===== src/rtl/cut_mon_pkg.sv =====
// -----------------------------------------------------------------------------
// cut_mon_pkg
// Shared definitions for the cut switching-activity monitor:
//   - state_t      : monitor FSM states
//   - *_DEF        : default widths used by the top and the counters
//   - SIG_*        : bit positions of the monitored signals inside sig
// -----------------------------------------------------------------------------
package cut_mon_pkg;

  typedef enum logic [1:0] {
    IDLE  = 2'd0,
    PRIME = 2'd1,
    COUNT = 2'd2,
    DONE  = 2'd3
  } state_t;

  localparam int N_SIG_DEF = 5;
  localparam int CNT_W_DEF = 16;
  localparam int WIN_W_DEF = 16;

  // Positions inside sig: cut inputs n_1..n_4 in the low bits, cut output on top.
  localparam int SIG_N1  = 0;
  localparam int SIG_N2  = 1;
  localparam int SIG_N3  = 2;
  localparam int SIG_N4  = 3;
  localparam int SIG_OUT = 4;

endpackage


===== src/rtl/sat_counter.sv =====
// -----------------------------------------------------------------------------
// sat_counter
// Up-counter that sticks at its all-ones value instead of wrapping.
// Ports:
//   clk     in   rising-edge clock
//   rst_n   in   asynchronous active-low reset (count -> 0)
//   clear   in   synchronous clear, wins over inc
//   inc     in   add one this cycle (ignored once saturated)
//   q       out  current count
//   q_next  out  value q takes at the next edge
// -----------------------------------------------------------------------------
module sat_counter #(
  parameter int CNT_W = 16
) (
  input  logic             clk,
  input  logic             rst_n,
  input  logic             clear,
  input  logic             inc,
  output logic [CNT_W-1:0] q,
  output logic [CNT_W-1:0] q_next
);

  localparam logic [CNT_W-1:0] CNT_MAX = '1;

  always_comb begin
    q_next = q;
    if (clear) begin
      q_next = '0;
    end else if (inc && (q != CNT_MAX)) begin
      q_next = q + 1'b1;
    end
  end

  always_ff @(posedge clk or negedge rst_n) begin
    if (!rst_n) begin
      q <= '0;
    end else begin
      q <= q_next;
    end
  end

endmodule


===== src/rtl/cut_activity_monitor.sv =====
// -----------------------------------------------------------------------------
// cut_activity_monitor
// Samples the four inputs and the output of a 4-input rewrite cut over a
// programmable window and accumulates, per signal, a toggle count and a ones
// count. Totals are read back through a registered select port.
// Ports:
//   clk      in   rising-edge clock
//   rst_n    in   asynchronous active-low reset
//   start    in   begin a window (only honoured in IDLE)
//   win_len  in   number of counted cycles, captured with start
//   sig      in   {cut output, n_4, n_3, n_2, n_1}
//   busy     out  window in progress (PRIME or COUNT)
//   done     out  one-cycle pulse, results valid
//   rd_sel   in   counter select
//   rd_tog   out  toggle count of rd_sel (one cycle latency)
//   rd_ones  out  ones count of rd_sel (one cycle latency)
// -----------------------------------------------------------------------------
module cut_activity_monitor
  import cut_mon_pkg::*;
#(
  parameter int N_SIG = N_SIG_DEF,
  parameter int CNT_W = CNT_W_DEF,
  parameter int WIN_W = WIN_W_DEF,
  localparam int SEL_W = (N_SIG > 1) ? $clog2(N_SIG) : 1
) (
  input  logic             clk,
  input  logic             rst_n,
  input  logic             start,
  input  logic [WIN_W-1:0] win_len,
  input  logic [N_SIG-1:0] sig,
  output logic             busy,
  output logic             done,
  input  logic [SEL_W-1:0] rd_sel,
  output logic [CNT_W-1:0] rd_tog,
  output logic [CNT_W-1:0] rd_ones
);

  state_t           state;
  logic [WIN_W-1:0] remaining;
  logic [N_SIG-1:0] prev;

  logic             accept;
  logic             counting;
  logic [N_SIG-1:0] toggled;

  logic [CNT_W-1:0] tog_q     [N_SIG];
  logic [CNT_W-1:0] tog_next  [N_SIG];
  logic [CNT_W-1:0] ones_q    [N_SIG];
  logic [CNT_W-1:0] ones_next [N_SIG];

  logic [CNT_W-1:0] rd_tog_next;
  logic [CNT_W-1:0] rd_ones_next;

  // Any start seen in IDLE clears the counters, including a zero-length window.
  assign accept   = (state == IDLE) && start;
  assign counting = (state == COUNT);
  assign toggled  = sig ^ prev;

  // ---------------------------------------------------------------------------
  // Per-signal toggle and ones counters
  // ---------------------------------------------------------------------------
  generate
    for (genvar gi = 0; gi < N_SIG; gi++) begin : g_cnt
      sat_counter #(
        .CNT_W (CNT_W)
      ) u_tog (
        .clk    (clk),
        .rst_n  (rst_n),
        .clear  (accept),
        .inc    (counting && toggled[gi]),
        .q      (tog_q[gi]),
        .q_next (tog_next[gi])
      );

      sat_counter #(
        .CNT_W (CNT_W)
      ) u_ones (
        .clk    (clk),
        .rst_n  (rst_n),
        .clear  (accept),
        .inc    (counting && sig[gi]),
        .q      (ones_q[gi]),
        .q_next (ones_next[gi])
      );
    end
  endgenerate

  // ---------------------------------------------------------------------------
  // FSM, window counter and previous-sample register
  // busy/done are registered alongside the state so they follow it exactly.
  // ---------------------------------------------------------------------------
  always_ff @(posedge clk or negedge rst_n) begin
    if (!rst_n) begin
      state     <= IDLE;
      remaining <= '0;
      prev      <= '0;
      busy      <= 1'b0;
      done      <= 1'b0;
    end else begin
      done <= 1'b0;
      case (state)
        IDLE: begin
          if (start) begin
            if (win_len != '0) begin
              remaining <= win_len;
              busy      <= 1'b1;
              state     <= PRIME;
            end else begin
              done  <= 1'b1;
              state <= DONE;
            end
          end
        end
        PRIME: begin
          // Reference sample only; the first counted toggle is against this.
          prev  <= sig;
          state <= COUNT;
        end
        COUNT: begin
          prev      <= sig;
          remaining <= remaining - 1'b1;
          if (remaining == WIN_W'(1)) begin
            busy  <= 1'b0;
            done  <= 1'b1;
            state <= DONE;
          end
        end
        DONE: begin
          state <= IDLE;
        end
        default: begin
          state <= IDLE;
        end
      endcase
    end
  end

  // ---------------------------------------------------------------------------
  // Read port
  // In COUNT and IDLE the counters may change on this edge (last counted
  // sample, or the clear of a new window), so the post-edge value is read to
  // keep rd_* in step with the counters; that makes the final totals visible
  // in the done cycle. In PRIME and DONE the counters are frozen and the
  // stored value is read directly. Out-of-range selects read as zero.
  // ---------------------------------------------------------------------------
  always_comb begin
    rd_tog_next  = '0;
    rd_ones_next = '0;
    for (int i = 0; i < N_SIG; i++) begin
      if (rd_sel == SEL_W'(i)) begin
        if ((state == PRIME) || (state == DONE)) begin
          rd_tog_next  = tog_q[i];
          rd_ones_next = ones_q[i];
        end else begin
          rd_tog_next  = tog_next[i];
          rd_ones_next = ones_next[i];
        end
      end
    end
  end

  always_ff @(posedge clk or negedge rst_n) begin
    if (!rst_n) begin
      rd_tog  <= '0;
      rd_ones <= '0;
    end else begin
      rd_tog  <= rd_tog_next;
      rd_ones <= rd_ones_next;
    end
  end

endmodule


===== config.mk =====
export PLATFORM = sky130hd
export DESIGN_NAME = cut_activity_monitor
export DESIGN_NICKNAME = d
export VERILOG_FILES = /design/src/rtl/cut_mon_pkg.sv /design/src/rtl/sat_counter.sv /design/src/rtl/cut_activity_monitor.sv
export SDC_FILE = /design/constraint.sdc
export NUM_CORES = 1
export LEC_CHECK = 0
export CAP_MARGIN = 20
export CORE_ASPECT_RATIO = 1.4
export CORE_MARGIN = 1
export CORE_UTILIZATION = 56
export CTS_CLUSTER_SIZE = 30
export DETAILED_ROUTE_END_ITERATION = 7
export PLACE_DENSITY = 0.77
export SYNTH_ARGS = -nofsm -noshare
export SYNTH_HDL_FRONTEND = slang
export SYNTH_SLANG_ARGS = --single-unit

===== constraint.sdc =====
create_clock -name clk -period 2.25 [get_ports clk]
set_clock_uncertainty 0.1 [all_clocks]
set_input_delay 0.3375 -clock clk [delete_from_list [all_inputs] [get_ports clk]]
set_output_delay 0.3375 -clock clk [all_outputs]
set_load 0.01 [all_outputs]

==> results by group, run 1 <==
Outcome
  • Status: aborted with a tool error
  • Fail Step: 5_1_grt
  • Log Error: [ERROR GRT-0232] Routing congestion too high. Check the congestion heatmap in the GUI.

Yosys
  • Post-Syn Area: between 0.015 and 0.02 sq mm
  • Adder-cell share of the synthesized area: 0.0140
  • Post-synthesis mux area share: 0.0232
  • Yosys cell types: 98
  • Syn avg cell area: 8.49 sq um
  • Syn Nets: 1835
  • XOR/XNOR share of the synthesized area: 0.103
  • Post-synthesis async set-or-reset flop share: 1.00
  • Yosys top cell area share: 0.357
  • Number of flops mapped to enable cells by yosys: 0
  • Sequential area share after synthesis: 0.357
  • Synthesized netlist cell count: 1791
  • Post-Synth Simple-Gate Area: 0.303
  • Main combinational cell family by area after synthesis: simple AND/OR/NAND/NOR gates
  • Synth warn: 0
  • Primary FF master, synth: dfrtp_1
  • Post-synth top area cell: dfrtp_1
  • Synth top area cells: dfrtp_1, xnor2_1, nor2_1
  • Synth Area in Compound Gates: 0.157
  • Flops & latches, synth: 217

Place
  • Hpwl dp: about 50000 um
  • RD Place Congestion: 1.10
  • Placed Cells: 2692
  • Quantity of I/O buffers inserted on ports: 60

Timing
  • Worst_ep grt: rd_ones[14]$_DFF_PN0_/D
  • Worst EP kind: register data pin

CTS
  • CTS buffer count: 25
  • Clock root buffer: clkbuf_16
  • Clock Path Buffers: 3
  • H-tree level count: 1
  • # clock sinks: between 200 and 250

Floorplanning
  • Die height: 197 um
  • Initial core utilization: 0.569
  • IO Count: 61
  • Die span in x: 141 um
  • Standard-cell row count: 71

GRT
  • Overflow after GRT: 622
  • Pin count of the biggest net entering global routing: 65
  • Gr usage total: 0.850
-- metal layers --
| layer | overflow | GRT usage |
|---|---|---|
| met4 | 201 | 0.951 |
| met2 | 406 | 1.04 |
| met3 | 12 | 0.661 |
| met5 | 1 | 0.261 |
| met1 | 2 | 0.819 |
-- synthesized netlist by cell type, drive strengths merged (49+ instances only) --
master,count
nor2,256
dfrtp,217
nand2,142
xnor2,110
nand3,84
a21oi,76
nand4,75
nor3,68
xor2,68
clkbuf,67
o21ai,61
buf,59
nor4,49
-- per-stage QoR --
step                area [sq um]  setup WS (ns)
floorplan                  15400        -0.0965
global placement           20600         -0.896
detailed placement         20600         -0.880
CTS                        23100         -0.307
-- cells by family after synthesis --
logic type	count (synthesis)
XOR/XNOR	178
AND/OR/NAND/NOR	850
adder cells (fa/ha/maj)	17
flip-flops	217
multiplexers	34
AO/OA/AOI/OAI	343
buffers and inverters	152
-- repair_timing --
item | 4_1_cts
setup endpoints to repair | 100
pin swaps | 85
gates cloned | 4
hold buffers | 1
endpoints found under the hold margin | 188
buffers inserted | 46
resized for setup | 249
==> run 2, diff against run 1 <==
--- a/config.mk
+++ b/config.mk
@@ -6,12 +6,10 @@
 export NUM_CORES = 1
 export LEC_CHECK = 0
 export CAP_MARGIN = 20
-export CORE_ASPECT_RATIO = 1.4
 export CORE_MARGIN = 1
-export CORE_UTILIZATION = 56
-export CTS_CLUSTER_SIZE = 30
+export CORE_UTILIZATION = 40
 export DETAILED_ROUTE_END_ITERATION = 7
-export PLACE_DENSITY = 0.77
+export PLACE_DENSITY_LB_ADDON = 0.15
 export SYNTH_ARGS = -nofsm -noshare
 export SYNTH_HDL_FRONTEND = slang
 export SYNTH_SLANG_ARGS = --single-unit
==> constraint.sdc (replaced) <==
create_clock -name clk -period 2.95 [get_ports clk]
set_clock_uncertainty 0.1 [all_clocks]
set_input_delay 0.4425 -clock clk [delete_from_list [all_inputs] [get_ports clk]]
set_output_delay 0.4425 -clock clk [all_outputs]
set_load 0.01 [all_outputs]
==> run 2 against run 1 <==
Net effect:
- the run now ends clean
- synthesized cell count is the same
- synthesized area is the same
==> results by group, run 2 <==
Yosys
  • Primary FF master, synth: dfrtp_1 (unchanged)
  • Syn Nets: 1835 (unchanged)
  • Number of flops mapped to enable cells by yosys: 0 (unchanged)
  • Post-synthesis async set-or-reset flop share: 1.00 (unchanged)
  • Yosys top cell area share: 0.357 (unchanged)
  • Yosys cell types: 98 (unchanged)
  • Post-Syn Area: 0.0152 sq mm (unchanged)
  • Flops & latches, synth: 217 (unchanged)
  • Post-synth top cells: nor2_1, dfrtp_1, nand2_1, xnor2_1, nand3_1 (unchanged)
  • Synth top area cells: dfrtp_1, xnor2_1, nor2_1 (unchanged)
  • Synth warn: 0 (unchanged)
  • Synthesized netlist cell count: 1791 (unchanged)
  • Sequential area share after synthesis: 0.357 (unchanged)
  • Post-synth top area cell: dfrtp_1 (unchanged)
  • Syn avg cell area: 8.49 sq um (unchanged)
  • Most common cell in the netlist: nor2_1 (unchanged)

Routing
  • First-pass DRT Iterations: 5
  • ANT nets after route: 0
  • DRC: 0
  • Initial DRC Count: 1318
  • Routed wire length: 59200 um
  • Avg Vias per Cell: around 6.0
  • DR WL/cell: 23.3 um
  • Routed vias: roughly 15000

Worst setup path
  • CP Capture Type: flip-flop
  • Worst reg2reg setup slack: 0.05 ns
  • Largest driver fanout on the critical path: 14
  • Critical path startpoint category: flip-flop
  • Crit Path Class: reg -> reg
  • Worst endpoint required time: around 3.3 ns
  • Worst EP arrival: 3.23 ns

Floorplanning
  • Die height: 197 um (about the same)
  • Standard-cell row count: 71 (unchanged)
  • IO Count: 61 (unchanged)
  • Core ar.: 0.0376 sq mm
  • Initial core utilization: 0.405 (was 0.569)
  • Die span in x: 197 um (was 141 um)
  • Full die area: 0.0388 sq mm

Place
  • Worst slack, placed: -0.447 ns (was -0.880 ns)
  • Placed Cells: 2483 (was 2692)
  • Hpwl dp: 44900 um (was 50900 um)
  • RD Place Congestion: 0.995 (was 1.10)
  • Quantity of I/O buffers inserted on ports: 60 (unchanged)

Job
  • Max_cap viols: 0

GRT
  • Initial antenna violation count: 1
  • Overflow after GRT: 0
  • Gr usage total: 0.306
  • First-pass GRT wire length: approximately 90000 um
  • Vias in the first global route: between 10000 and 15000
  • Pin count of the biggest net entering global routing: 76

Cells and area
  • Top Registers: g_cnt.u_ones.q: 80 flops, g_cnt.u_tog.q: 80 flops
  • Most common cell after layout, fill and taps aside: nor2_1
  • Commonest cells after routing, fill and taps aside: nor2_1, buf_4, dfrtp_1, nand2_1, xnor2_1
  • Layout cell share with drive strength beyond 1: 0.188
  • Final net count: 2049
  • Number of fill cells in the layout: approximately 3700
  • Area growth, synth to finish: 24.7%
  • Finished Layout Cells: ~2500
  • Area occupied by multi-input gates: between 0.009 and 0.01 sq mm
  • Sequential Area: 0.00543 sq mm

Timing
  • # setup viols final: 0
  • Final worst slack: 0.0541 ns
  • Fin. max-slew vios: 0
  • Relative slew margins: 0.413
  • Worst slew pin tran: 0.880 ns
  • Clock period minus worst slack: 2.90 ns
  • Fmax achieved: 345 MHz
  • Final period util: 0.982
  • Final Hold Fails: 0

CTS
  • Worst-Skew Late Latency: 0.58 ns
  • Clock root buffer: clkbuf_16 (unchanged)
  • H-tree level count: 1 (unchanged)
  • # clock sinks: 217 (unchanged)
  • CTS tree: yes
  • CTS buffer count: 28 (was 25)
  • Clock Path Buffers: 3 (unchanged)
  • Reg clk slew, reported paths: 0.06 ns

Worst hold path
  • Worst min path class: in -> async

Power and ir drop
  • Peak VDD IR: 0.000675 V
  • PD cells: 591 mW/mm^2
  • Leak: 0.00782 uW

Outcome
  • Status: finished clean (was aborted with a tool error)
==> run 2: worst paths after layout <==
path                                from                   end  cells past startpoint
min                                rst_n  g_cnt[3].u_tog.q[15]                      2
max reg2reg                     state[0]             rd_tog[9]                     10
min reg2reg                remaining[13]         remaining[13]                      2
max in group asynchronous          rst_n   g_cnt[4].u_tog.q[0]                      3
min in group clk           remaining[13]         remaining[13]                      2
max                             state[0]             rd_tog[9]                     10
==> run 2: cells by family after synthesis <==
group | after synthesis | share of synthesized area
fa+ha+maj | 17 | 0.0140
compound gates | 343 | 0.157
buf+inv | 152 | 0.0427
flops | 217 | 0.357
mux | 34 | 0.0232
xor+xnor | 178 | 0.103
simple gates | 850 | 0.303
==> run 2: layer usage <==
metal / vias up / wire length (um) / global-route usage
li1: 6998 / - / -
met4: 0 / 1860 / 0.103
met1: 7360 / 26700 / 0.436
met5: - / 0 / 0
met2: 657 / 25200 / 0.449
met3: 101 / 5480 / 0.0770
==> run 2: stage by stage <==
step / TNS, ns / power (uW) / area, sq um / utilization / hold slack, ns
after detailed placement: -1.27 / 7700 / 17900 / 0.477 / 0.386
final: 0 / 11200 / 19000 / 0.504 / 0.341
after floorplan: 0 / 5670 / 15200 / - / 0.0469
after CTS: 0 / 11200 / 18900 / 0.502 / 0.374
after global routing: -0.00494 / 11700 / 19000 / 0.504 / 0.398
after global placement: -1.76 / 7660 / 17900 / 0.477 / 0.373
==> run 2: repair_timing <==
item | CTS | global route
gates cloned | 0 | 0
gates resized for setup | 2 | 16
pin swaps | 0 | 2
endpoints found under the hold margin | 70 | 0
buffers inserted | 0 | 2
setup endpoints to repair | 2 | 13
hold buffers | 1 | 0
==> run 2: worst max-delay path: stages (launching register included) <==
cell	delay, ns
dfrtp_1	0.42
inv_1	0.12
ha_2	0.24
buf_12	0.17
inv_1	0.16
nor3b_2	0.32
buf_4	0.18
and4_1	0.23
nand4_1	0.22
a211oi_2	0.42
o2111ai_1	0.17
==> run 2: layout make-up <==
type	instances	area share
multi-input combinational	1422	0.487
sequential	217	0.286
timing repair buffer	310	0.139
clock buffer	44	0.0465
tap	511	0.0337
inverter	26	0.00515
clock inverter	6	0.00172
antenna	2	0.000264
==> run 2: where the power goes <==
part	switching (uW)	internal, uW	total (uW)
registers	324	3280	3600
clock network	1390	2030	3420
logic	2670	1520	4180
Note: power is estimated with default switching activity, not from simulation.
==> run 3, diff against run 2 <==
==> constraint.sdc (replaced) <==
create_clock -name clk -period 2.6 [get_ports clk]
set_clock_uncertainty 0.1 [all_clocks]
set_input_delay 0.39 -clock clk [delete_from_list [all_inputs] [get_ports clk]]
set_output_delay 0.39 -clock clk [all_outputs]
set_load 0.01 [all_outputs]
==> run 3 against run 2 <==
Net effect:
- sequential power rose by 12%
- global-route usage grew 1.3 points
- utilization grew 5.4 points
- critical path depth fell by 2
- register-to-register slack got worse by 0.04 ns
- largest cell class unchanged
==> results by group, run 3 (same netlist as run 2, synthesis figures left out) <==
Floorplanning
  • Initial core utilization: 0.405 (unchanged)
  • Standard-cell row count: 71 (unchanged)
  • Core ar.: 0.0376 sq mm (unchanged)
  • Full die area: 0.0388 sq mm (unchanged)
  • IO Count: 61 (unchanged)
  • Die span in x: 197 um (unchanged)
  • Die height: 197 um (unchanged)

Cells and area
  • Final net count: 2241 (was 2049)
  • Most common cell after layout, fill and taps aside: buf_4 (was nor2_1)
  • Top Registers: g_cnt.u_ones.q: 80 flops, g_cnt.u_tog.q: 80 flops (unchanged)
  • Area growth, synth to finish: 37.9% (was 24.7%)
  • Final core occ: 0.558 (was 0.504)
  • Post-route design area: 0.0210 sq mm (was 0.0190 sq mm)
  • Commonest cells after routing, fill and taps aside: buf_4, nor2_1, dfrtp_1, nand2_1, xnor2_1 (was nor2_1, buf_4, dfrtp_1, nand2_1, xnor2_1)
  • Number of fill cells in the layout: 3450 (was 3662)
  • Layout cell share with drive strength beyond 1: 0.283 (was 0.188)
  • Finished Layout Cells: 2732 (was 2538)

Timing
  • # setup viols final: 0 (unchanged)
  • Final period util: 0.996 (was 0.982)
  • Fmax achieved: 386 MHz (was 345 MHz)
  • RSZ-0062 raised after global routing: true
  • Final Hold Fails: 0 (unchanged)
  • Worst slew pin tran: 0.546 ns (was 0.880 ns)
  • Clock period minus worst slack: 2.59 ns (was 2.90 ns)
  • Fin. max-slew vios: 0 (unchanged)
  • Worst hold margin: 0.211 ns (was 0.341 ns)
  • Relative slew margins: 0.631 (was 0.413)
  • Final worst slack: 0.0114 ns (was 0.0541 ns)

GRT
  • Overflow after GRT: 0 (unchanged)
  • Pin count of the biggest net entering global routing: 56 (was 76)
  • Initial antenna violation count: 4 (was 1)
  • Gr usage total: 0.319 (was 0.306)
  • Vias in the first global route: 15501 (was 14272)
  • First-pass GRT wire length: 93700 um (was 89700 um)

Routing
  • ANT nets after route: 0 (unchanged)
  • Routed vias: 15854 (was 15116)
  • Initial DRC Count: 1668 (was 1318)
  • DR WL/cell: 22.5 um (was 23.3 um)
  • DRC: 0 (unchanged)
  • First-pass DRT Iterations: 5 (unchanged)
  • Avg Vias per Cell: 5.80 (was 5.96)
  • Routed wire length: 61400 um (was 59200 um)

CTS
  • CTS tree: yes (unchanged)
  • Clock root buffer: clkbuf_16 (unchanged)
  • Reg clk slew, reported paths: 0.06 ns (about the same)
  • Worst-Skew Late Latency: 0.58 ns (about the same)
  • # clock sinks: 217 (unchanged)
  • H-tree level count: 1 (unchanged)
  • CTS buffer count: 28 (unchanged)
  • Clock Path Buffers: 3 (unchanged)

Worst setup path
  • Worst reg2reg setup slack: 0.01 ns (was 0.05 ns)
  • Crit path from: state[0] (unchanged)
  • Crit Path Class: reg -> reg (unchanged)
  • Worst EP arrival: 2.92 ns (was 3.23 ns)
  • Worst setup path end: rd_tog[11] (was rd_tog[9])
  • Critical path startpoint category: flip-flop (unchanged)
  • Worst endpoint required time: 2.94 ns (was 3.29 ns)
  • Largest driver fanout on the critical path: 4 (was 14)
  • R2R Path Start: state[0] (unchanged)
  • CP Capture Type: flip-flop (unchanged)
  • Crit Reg-Reg Endpoint: rd_tog[11] (was rd_tog[9])
  • Worst reg2reg path depth: 8 (was 10)

Place
  • Worst slack, placed: -0.869 ns (was -0.447 ns)
  • Area post-placement: 0.0194 sq mm (was 0.0179 sq mm)
  • Hpwl dp: 47100 um (was 44900 um)
  • Quantity of I/O buffers inserted on ports: 60 (unchanged)
  • Placed Cells: 2670 (was 2483)
  • RD Place Congestion: 0.995 (about the same)

Power and ir drop
  • Switch Pwr: 5270 uW (was 4380 uW)
  • Pint: 8420 uW (was 6820 uW)
  • Net Sw Frac: 0.385 (was 0.391)
  • Sequential Power Share: 0.296 (was 0.322)
  • Leak: 0.00887 uW (was 0.00782 uW)
  • Clock network power share: 0.294 (was 0.305)
  • Peak VDD IR: 0.000763 V (was 0.000675 V)
  • PD cells: 653 mW/mm^2 (was 591 mW/mm^2)
  • Comb pwr share: 0.410 (was 0.373)

Outcome
  • Status: finished clean (unchanged)

Worst hold path
  • Worst min path class: in -> async (unchanged)

Job
  • Max_cap viols: 0 (unchanged)
==> run 3: cell types whose count changed in the layout (fill, tap and decap cells not counted), sizes merged <==
cell    delta
buf      +191
clkbuf     -3
clkinv     +3
bufinv     +2
bufbuf     +1
==> run 3: through the flow <==
step | total power (uW) | setup TNS [ns]
6_report | 13700 | 0
5_1_grt | 14300 | -0.252
4_1_cts | 13600 | -0.0167
3_5_place_dp | 9260 | -9.37
3_3_place_gp | 9180 | -9.22
2_1_floorplan | 6430 | 0
==> run 3: timing repair <==
item                       CTS  global route
hold endpoints to repair    45             0
setup endpoints to repair   27            28
cloned                       1             0
pin swaps                    7            23
hold buffers                 1             0
resized for setup           44            67
setup buffers                5             3
==> run 3: metal layers <==
metal  track usage  wire (um)
met4        0.0910       1690
met3        0.0789       5160
met5        0.0192        121
met1         0.441      27200
met2         0.491      27300
==> run 3: area by class of cell <==
cell class / instances / area, sq um / share of cell area
multi-input combinational: 1422 / 9680 / 0.462
sequential: 217 / 5430 / 0.259
timing repair buffer: 502 / 4170 / 0.199
clock buffer: 41 / 831 / 0.0396
tap: 511 / 639 / 0.0305
clock inverter: 11 / 111 / 0.00531
inverter: 26 / 97.6 / 0.00465
antenna: 2 / 5.00 / 0.000239
==> run 3: worst min path at each step <==
stage / startpoint / endpoint / slack (ns)
2_1_floorplan: rst_n / busy / -0.006
3_3_place_gp: rst_n / g_cnt[4].u_tog.q[10] / 0.24
3_5_place_dp: rst_n / g_cnt[4].u_tog.q[14] / 0.24
4_1_cts: rst_n / g_cnt[4].u_tog.q[14] / 0.22
5_1_grt: rst_n / g_cnt[4].u_tog.q[14] / 0.25
6_report: rst_n / g_cnt[4].u_tog.q[14] / 0.21
==> run 3: power by group through the flow <==
| stage | Combinational [uW] | Clock [uW] | Sequential, uW |
|---|---|---|---|
| final | 5610 | 4030 | 4050 |
| after global routing | 5970 | 4230 | 4090 |
| after CTS | 5390 | 4130 | 4040 |
| after detailed placement | 5170 | 0 | 4090 |
| after global placement | 5110 | 0 | 4080 |
| after floorplan | 2360 | 0 | 4060 |
==> run 3: worst max-delay path: stages, from the launching register on <==
cell and delay, ns:
dfrtp_1 0.40, inv_2 0.09, ha_4 0.18, inv_1 0.19, nor3b_4 0.34, nand3_2 0.16, xor2_2 0.27, o211ai_1 0.17
or4_1 0.55
